`src/rtl/sap1_pkg.sv`:
```
// sap1_pkg: shared opcodes, control-bit indices and named control words for the SAP-1 controller
package sap1_pkg;
   localparam logic [3:0] OP_LDA = 4'h0;
   localparam logic [3:0] OP_ADD = 4'h1;
   localparam logic [3:0] OP_SUB = 4'h2;
   localparam logic [3:0] OP_OUT = 4'hE;
   localparam logic [3:0] OP_HLT = 4'hF;
   localparam int CP   = 11;
   localparam int EP   = 10;
   localparam int LM_N = 9;
   localparam int CE_N = 8;
   localparam int LI_N = 7;
   localparam int EI_N = 6;
   localparam int LA_N = 5;
   localparam int EA   = 4;
   localparam int SU   = 3;
   localparam int EU   = 2;
   localparam int LB_N = 1;
   localparam int LO_N = 0;
   localparam logic [11:0] CW_IDLE     = 12'h3E3;
   localparam logic [11:0] CW_FETCH_T1 = 12'h5E3;
   localparam logic [11:0] CW_FETCH_T2 = 12'hBE3;
   localparam logic [11:0] CW_FETCH_T3 = 12'h263;
   localparam logic [11:0] CW_ADDR_T4  = 12'h1A3;
   localparam logic [11:0] CW_LDA_T5   = 12'h2C3;
   localparam logic [11:0] CW_ALU_T5   = 12'h2E1;
   localparam logic [11:0] CW_ADD_T6   = 12'h3C7;
   localparam logic [11:0] CW_SUB_T6   = 12'h3CF;
   localparam logic [11:0] CW_OUT_T4   = 12'h3F2;
endpackage

```
`src/rtl/sap1_ring_counter.sv`:
```
// sap1_ring_counter: one-hot six-state ring (bit0 = T1 .. bit5 = T6)
//   clk, reset (sync, active-high -> T1), advance (step one state), restart (force T1), t_state (one-hot out)
module sap1_ring_counter (
   input  logic       clk,
   input  logic       reset,
   input  logic       advance,
   input  logic       restart,
   output logic [5:0] t_state
);
   always_ff @(posedge clk)
      if (reset || restart) t_state <= 6'b000001;
      else if (advance) t_state <= {t_state[4:0], t_state[5]};
endmodule

```
`src/rtl/sap1_controller.sv`:
```
// sap1_controller: SAP-1 controller-sequencer, decodes ring state and opcode into the control word
//   clk, reset (sync, active-high), opcode[3:0] (IR upper nibble), control_word[11:0], t_state[5:0], halted
//   Option SAP1_CTRL_SKIP_NOP_EN: return to T1 right after an instruction's last active state
module sap1_controller
   import sap1_pkg::*;
(
   input  logic        clk,
   input  logic        reset,
   input  logic [3:0]  opcode,
   output logic [11:0] control_word,
   output logic [5:0]  t_state,
   output logic        halted
);
   logic is_lda, is_add, is_sub, is_out, is_hlt, is_alu, hlt_now, advance, restart;
   assign is_lda = opcode == OP_LDA;
   assign is_add = opcode == OP_ADD;
   assign is_sub = opcode == OP_SUB;
   assign is_out = opcode == OP_OUT;
   assign is_hlt = opcode == OP_HLT;
   assign is_alu = is_add || is_sub;
   // HLT freezes the ring at T4 on the same edge that sets halted
   assign hlt_now = t_state[3] && is_hlt;
   assign advance = !halted && !hlt_now;
`ifdef SAP1_CTRL_SKIP_NOP_EN
   // LDA ends after T5; OUT and NOP end after T4
   assign restart = !halted && ((t_state[4] && is_lda) || (t_state[3] && !is_lda && !is_alu && !is_hlt));
`else
   assign restart = 1'b0;
`endif
   sap1_ring_counter u_ring (
      .clk     (clk),
      .reset   (reset),
      .advance (advance),
      .restart (restart),
      .t_state (t_state)
   );
   always_ff @(posedge clk)
      if (reset) halted <= 1'b0;
      else if (hlt_now) halted <= 1'b1;
   // opcode only participates from T4 onward, so IR changes during fetch are invisible
   always_comb
      control_word = halted    ? CW_IDLE :
                     t_state[0] ? CW_FETCH_T1 :
                     t_state[1] ? CW_FETCH_T2 :
                     t_state[2] ? CW_FETCH_T3 :
                     t_state[3] ? (is_lda || is_alu ? CW_ADDR_T4 : is_out ? CW_OUT_T4 : CW_IDLE) :
                     t_state[4] ? (is_lda ? CW_LDA_T5 : is_alu ? CW_ALU_T5 : CW_IDLE) :
                     t_state[5] ? (is_add ? CW_ADD_T6 : is_sub ? CW_SUB_T6 : CW_IDLE) :
                     CW_IDLE;
endmodule

```
`config.mk`:
```
export PLATFORM = sky130hd
export DESIGN_NAME = sap1_controller
export DESIGN_NICKNAME = d
export VERILOG_FILES = /design/src/rtl/sap1_pkg.sv /design/src/rtl/sap1_ring_counter.sv /design/src/rtl/sap1_controller.sv
export SDC_FILE = /design/constraint.sdc
export NUM_CORES = 1
export LEC_CHECK = 0
export ABC_AREA = 1
export CORE_AREA = 2 2 39 41
export DETAILED_ROUTE_END_ITERATION = 7
export DIE_AREA = 0 0 41 43
export GPL_TIMING_DRIVEN = 0
export PLACE_DENSITY = 0.75
export SLEW_MARGIN = 10
export SYNTH_ARGS = -nofsm -noshare
export SYNTH_HDL_FRONTEND = slang
export SYNTH_SLANG_ARGS = --single-unit
```
`constraint.sdc`:
```
create_clock -name clk -period 3.3 [get_ports clk]
set_input_delay 0.66 -clock clk [delete_from_list [all_inputs] [get_ports clk]]
set_output_delay 0.66 -clock clk [all_outputs]
set_load 0.03 [all_outputs]
```
# Word-level counts from Yosys, hierarchy flattened

Index checks and enable logic that the tools add are counted.

Output and inout bits: 19
Word-level logic and storage cells: 26
Flip-flop bits (word level): 7
Bits of input ports: 6

Equality and inequality tests: 4
Muxes and demuxes: 13
Reductions and logical operators: 7

Operator list:

| kind                 | number |
|---|---|
| $mux W12             | 3 |
| $mux W10             | 3 |
| $mux W9              | 3 |
| $mux W6              | 3 |
| $eq A4 B4 Y1 const B | 2 |
| $mux W5              | 1 |
| $eq A4 B1 Y1 const B | 1 |
| $eq A4 B2 Y1 const B | 1 |
| $logic_not A4 Y1     | 1 |
| $logic_and A1 B1 Y1  | 2 |
| $logic_not A1 Y1     | 2 |
| $logic_or A1 B1 Y1   | 2 |

# Longest topological paths before layout

Depth in word-level cells: 10
Gate-level depth with buffers: 7
Depth with buffers taken out: 6

# Modules after synthesis

From an unflattened synthesis, not the netlist that was laid out.

Cells, all modules: 88
Area total of the unflattened synthesis: 545.5 um^2

Modules (own cells, without submodules):

| module            | instances | area an instance (um^2) | cells an instance |
|---|---|---|---|
| sap1_controller   | 1         | 284.0                   | 51 |
| sap1_ring_counter | 1         | 261.5                   | 37 |

# Least setup slack after synthesis

OpenSTA, ideal clock, no wires.

Path kind: input to output
Start: input port opcode[2]
End: output port control_word[0]
Arrival time: 1.536 ns
Path buffers: 0
Stages on the path: 3
Slack: 1.104 ns
Path through: nand3_1 > nor3_2 > inv_1

Cells in the longest elaborated chain, start to end: 9
Elaborated cells on any way between the ends: 17
Classes of those cells: 3 x eq/ne; 11 x mux; 3 x reduce/logical

Ends and longest elaborated chain:

| item                                                 | RTL line                                     | source |
|---|---|---|
| start: declaration                                   | sap1_controller.sv:9                         | `input logic [3:0] opcode,` |
| $eq A4 B1 Y1 / $eq A4 B2 Y1 (equally long branches)  | sap1_controller.sv:16, sap1_controller.sv:17 |  |
| $mux W6 / $logic_or A1 B1 Y1 (equally long branches) | sap1_controller.sv:48, sap1_controller.sv:20 |  |
| $mux W6 / $logic_or A1 B1 Y1 (equally long branches) | sap1_controller.sv:48, sap1_controller.sv:46 |  |
| $mux W9 / $mux W10 (equally long branches)           | sap1_controller.sv:47, sap1_controller.sv:46 |  |
| $mux W10 *                                           | sap1_controller.sv:46                        | `t_state[3] ? (is_lda \|\| is_alu ? CW_ADDR_T4 : is_out ? CW_OUT_T4 : CW_IDLE) :` |
| $mux W10 *                                           | sap1_controller.sv:45                        | `t_state[2] ? CW_FETCH_T3 :` |
| $mux W12 *                                           | sap1_controller.sv:44                        | `t_state[1] ? CW_FETCH_T2 :` |
| $mux W12 *                                           | sap1_controller.sv:43                        | `t_state[0] ? CW_FETCH_T1 :` |
| $mux W12 *                                           | sap1_controller.sv:42                        | `control_word = halted ? CW_IDLE :` |
| end: declaration                                     | sap1_controller.sv:10                        | `output logic [11:0] control_word,` |

Every way passes the cells marked *; elsewhere a longest branch is shown, timed or not.

# Worst setup path in the final report

Start: input port opcode[1]
End: output port control_word[2]

Cells in the longest elaborated chain, start to end: 10
Elaborated cells on any way between the ends: 16
Classes of those cells: 2 x eq/ne; 11 x mux; 3 x reduce/logical

Ends and longest elaborated chain:

| item                 | RTL line              | source |
|---|---|---|
| $eq A4 B2 Y1         | sap1_controller.sv:17 | `assign is_sub = opcode == OP_SUB;` |
| $mux W6 (3 in a row) | sap1_controller.sv:48 | `t_state[5] ? (is_add ? CW_ADD_T6 : is_sub ? CW_SUB_T6 : CW_IDLE) :` |
| $mux W9              | sap1_controller.sv:47 | `t_state[4] ? (is_lda ? CW_LDA_T5 : is_alu ? CW_ALU_T5 : CW_IDLE) :` |
| $mux W10 *           | sap1_controller.sv:46 |  |
| $mux W10 *           | sap1_controller.sv:45 |  |
| $mux W12 *           | sap1_controller.sv:44 |  |
| $mux W12 *           | sap1_controller.sv:43 |  |
| $mux W12 *           | sap1_controller.sv:42 |  |

Marked as above.

==> impl_metrics.env <==
export IMPL_status="finished, final reports clean"
export IMPL_regToRegStartpoint="u_ring.t_state[3]"
export IMPL_diodes=0
export IMPL_grt_antenna_before_repair=0
export IMPL_drt_met1_wl_um=538
export IMPL_ys_seq_area_share_pct=28.4
export IMPL_numClockSinks=7
export IMPL_path_cells="clkdlybuf4s50_1 -> xor2_1 -> nand2_1 -> nor2_4 -> clkdlybuf4s50_1"
export IMPL_die_area_um2=1760
export IMPL_clock_skew_ns=0.00305
export IMPL_final_max_slew_violation_count=0
export IMPL_vias=574
export IMPL_grt_overflow_total=0
export IMPL_wl_met2_um=543
export IMPL_worst_path_dominant_cell_family="buffers and inverters"
export IMPL_grt_total_usage_pct=15.5
export IMPL_dp_slack_ns=0.315
export IMPL_leakagePower_uw=0.000339
export IMPL_cp_required_ns=2.64
export IMPL_reg2reg_to="u_ring.t_state[3]"
export IMPL_share_comb_of_total_power_pct=24.8
export IMPL_die_h_um=43
export IMPL_setup_viol=0
export IMPL_reg2reg_depth=6
export IMPL_critPathKind="input pin to output pin"
export IMPL_viasPerCell=4.63
export IMPL_worst_skew_pair_late_latency_ns=0.25
export IMPL_period_needed_ns=3.00
export IMPL_io_pin_count=25
export IMPL_grt_max_degree=9
export IMPL_synth_cell_type_count=16
export IMPL_top_layer="met4"
export IMPL_hold_class="flop to flop"
export IMPL_dp_cells=120
export IMPL_cap_violations=0
export IMPL_critPathCapture="control_word[2]"
export IMPL_period_share_pct=90.9
export IMPL_synth_cells=80
export IMPL_fillCellCount=163
export IMPL_r2r_setup_slack_ns=2.23
export IMPL_cts_setup_buffers=0
export IMPL_cp_arrival_ns=2.34
export IMPL_rows=14
export IMPL_grt_pass1_vias=461
export IMPL_power_density_nw_per_um2=290
export IMPL_avgSynthCellArea_um2=6.16
export IMPL_core_area_um2=1380
export IMPL_synth_seq_cells=7
export IMPL_clkPwrFrac_pct=34.3
export IMPL_ctsHoldBuffers=0
export IMPL_wl_per_cell_um=9.52
export IMPL_cp_start_kind="input pin"
export IMPL_wl_met3_um=84
export IMPL_start_util_pct=35.6
export IMPL_clk_pin_slew_ns=0.05
export IMPL_rsz0062_at_grt="false"
export IMPL_p_switching_uw=68.6
export IMPL_crit_buf_inv=2
export IMPL_worstMarginPinSlew_ns=0.311
export IMPL_fmax_mhz=333
export IMPL_yosys_warnings=0
export IMPL_hold_violations=0
export IMPL_cpMostUsedCell="clkdlybuf4s50_1"
export IMPL_setup_tns_ns=0
export IMPL_synthesis_area_um2=493
export IMPL_slowest_stage="clkdlybuf4s50_1"
export IMPL_stdcell_count=124
export IMPL_switching_share_pct=30.4
export IMPL_ir_worst_vdd_mv=0.178
export IMPL_drive_gt1_share_pct=13.0
export IMPL_htreeDepth=1
export IMPL_chipWidth_um=41
export IMPL_end_kind="output pin"
export IMPL_clock_path_buffers=2
export IMPL_ant_nets=0
export IMPL_finalPower_uw=226
export IMPL_drt_total_wl_mm=1.18
export IMPL_crit_cells=5
export IMPL_setup_ws_ns=0.301
export IMPL_grt_pass1_wl_mm=1.93
export IMPL_root_buffer="clkbuf_4"
export IMPL_cp_slowest_stage_delay_ns=0.67
export IMPL_cts_tree="built"
export IMPL_port_buffers=24
export IMPL_cts_made_buffers=3
export IMPL_synth_nets=86
export IMPL_drt_iter0_drc=10
export IMPL_dp_hpwl_um=948
export IMPL_p_int_uw=157
export IMPL_cts_resized=0
export IMPL_seq_power_share_pct=40.8
export IMPL_drtPass1Iterations=4
export IMPL_fin_nets=115
export IMPL_relSlewSlack_pct=79.2
export IMPL_cp_max_fo=5
export IMPL_place_gp_congestion=0.802
export IMPL_critPathLaunch="opcode[1]"
export IMPL_drc=0
export IMPL_area_growth_pct=58.1
## cell families after synthesis
kind of cell	count (synthesis)	share of synthesized area (%)
buffers and inverters	13	11.4
AOI/OAI and AO/OA	4	4.06
and+or+nand+nor	55	54.3
DFF	7	28.4
xor gates and xnor gates	1	1.78
## registers in the layout, indices dropped and copies added, names as in the netlist
register / cells
u_ring.t_state: 6
halted: 1
## area by class of cell
cell class | count | area (µm²) | share of cell area [%]
well taps | 16 | 20.0 | 2.57
repair buffers | 24 | 240 | 30.8
plain buffers | 1 | 11.3 | 1.44
multi-input cells | 60 | 297 | 38.0
flip-flops and latches | 7 | 140 | 18.0
inverters | 12 | 45.0 | 5.78
clock buffers | 4 | 26.3 | 3.37
## synth_stat cells
library cell | n | area (µm²)
nand3_1 | 9 | 45.0
buf_6 | 1 | 11.3
nand2_2 | 3 | 18.8
xor2_1 | 1 | 8.76
nand3_4 | 1 | 17.5
nor2_4 | 2 | 22.5
o21ai_0 | 2 | 10.0
nor2_1 | 17 | 63.8
nand2_1 | 18 | 67.6
inv_2 | 1 | 3.75
a21oi_1 | 2 | 10.0
nor3_2 | 1 | 10.0
dfxtp_1 | 7 | 140
inv_1 | 11 | 41.3
nor2_2 | 2 | 12.5
nor3_1 | 2 | 10.0
## per-layer routing
layer  GRT usage (%)  up-vias
met5               0        -
met1            21.4      247
met4            8.00        0
met2            22.5       25
li1                -      300
met3            2.09        2
## tightest hold or removal path: stages, from the launching register on
cell and delay (ns):
dfxtp_1 0.33, nand2_1 0.07, nand3_1 0.05
## placed cells by master, fill, tap and decap left out
cell             Yosys  layout
nor2_1              17      17
clkbuf_1             0       1
buf_6                1       1
inv_2                1       1
clkbuf_4             0       3
nand3_4              1       1
nand2_1             18      18
inv_1               11      11
xor2_1               1       1
nor2_4               2       2
nor3_1               2       2
dfxtp_1              7       7
a21oi_1              2       2
nor3_2               1       1
nand3_1              9       9
clkdlybuf4s50_1      0      24
o21ai_0              2       2
nor2_2               2       2
nand2_2              3       3
## how the worst min path moves through the flow
stage | slack (ns) | cells after the start | from | end
final | 0.51 | 2 | u_ring.t_state[0] | u_ring.t_state[0]
after floorplan | 0.61 | 2 | u_ring.t_state[0] | u_ring.t_state[0]
after CTS | 0.51 | 2 | u_ring.t_state[0] | u_ring.t_state[0]
after global placement | 0.50 | 2 | u_ring.t_state[0] | u_ring.t_state[0]
after global routing | 0.55 | 2 | u_ring.t_state[4] | u_ring.t_state[4]
after detailed placement | 0.50 | 2 | u_ring.t_state[0] | u_ring.t_state[0]
## stage by stage
stage / instance area, µm² / hold WS, ns / util (%)
after floorplan: 493 / 0.612 / -
after global placement: 753 / 0.500 / 54.4
after detailed placement: 753 / 0.505 / 54.4
after CTS: 779 / 0.513 / 56.3
after global routing: 779 / 0.546 / 56.3
final: 779 / 0.506 / 56.3
## power groups by stage
stage | Combinational, µW | Clock [µW] | Sequential (µW)
finish | 56.1 | 77.6 | 92.2
floorplan | 26.6 | 0 | 99.6
global route | 60.7 | 84.9 | 92.7
global placement | 55.7 | 0 | 93.9
CTS | 56.6 | 80.9 | 92.2
detailed placement | 56.3 | 0 | 93.9
No activity file was read; power rests on OpenSTA's default activity.
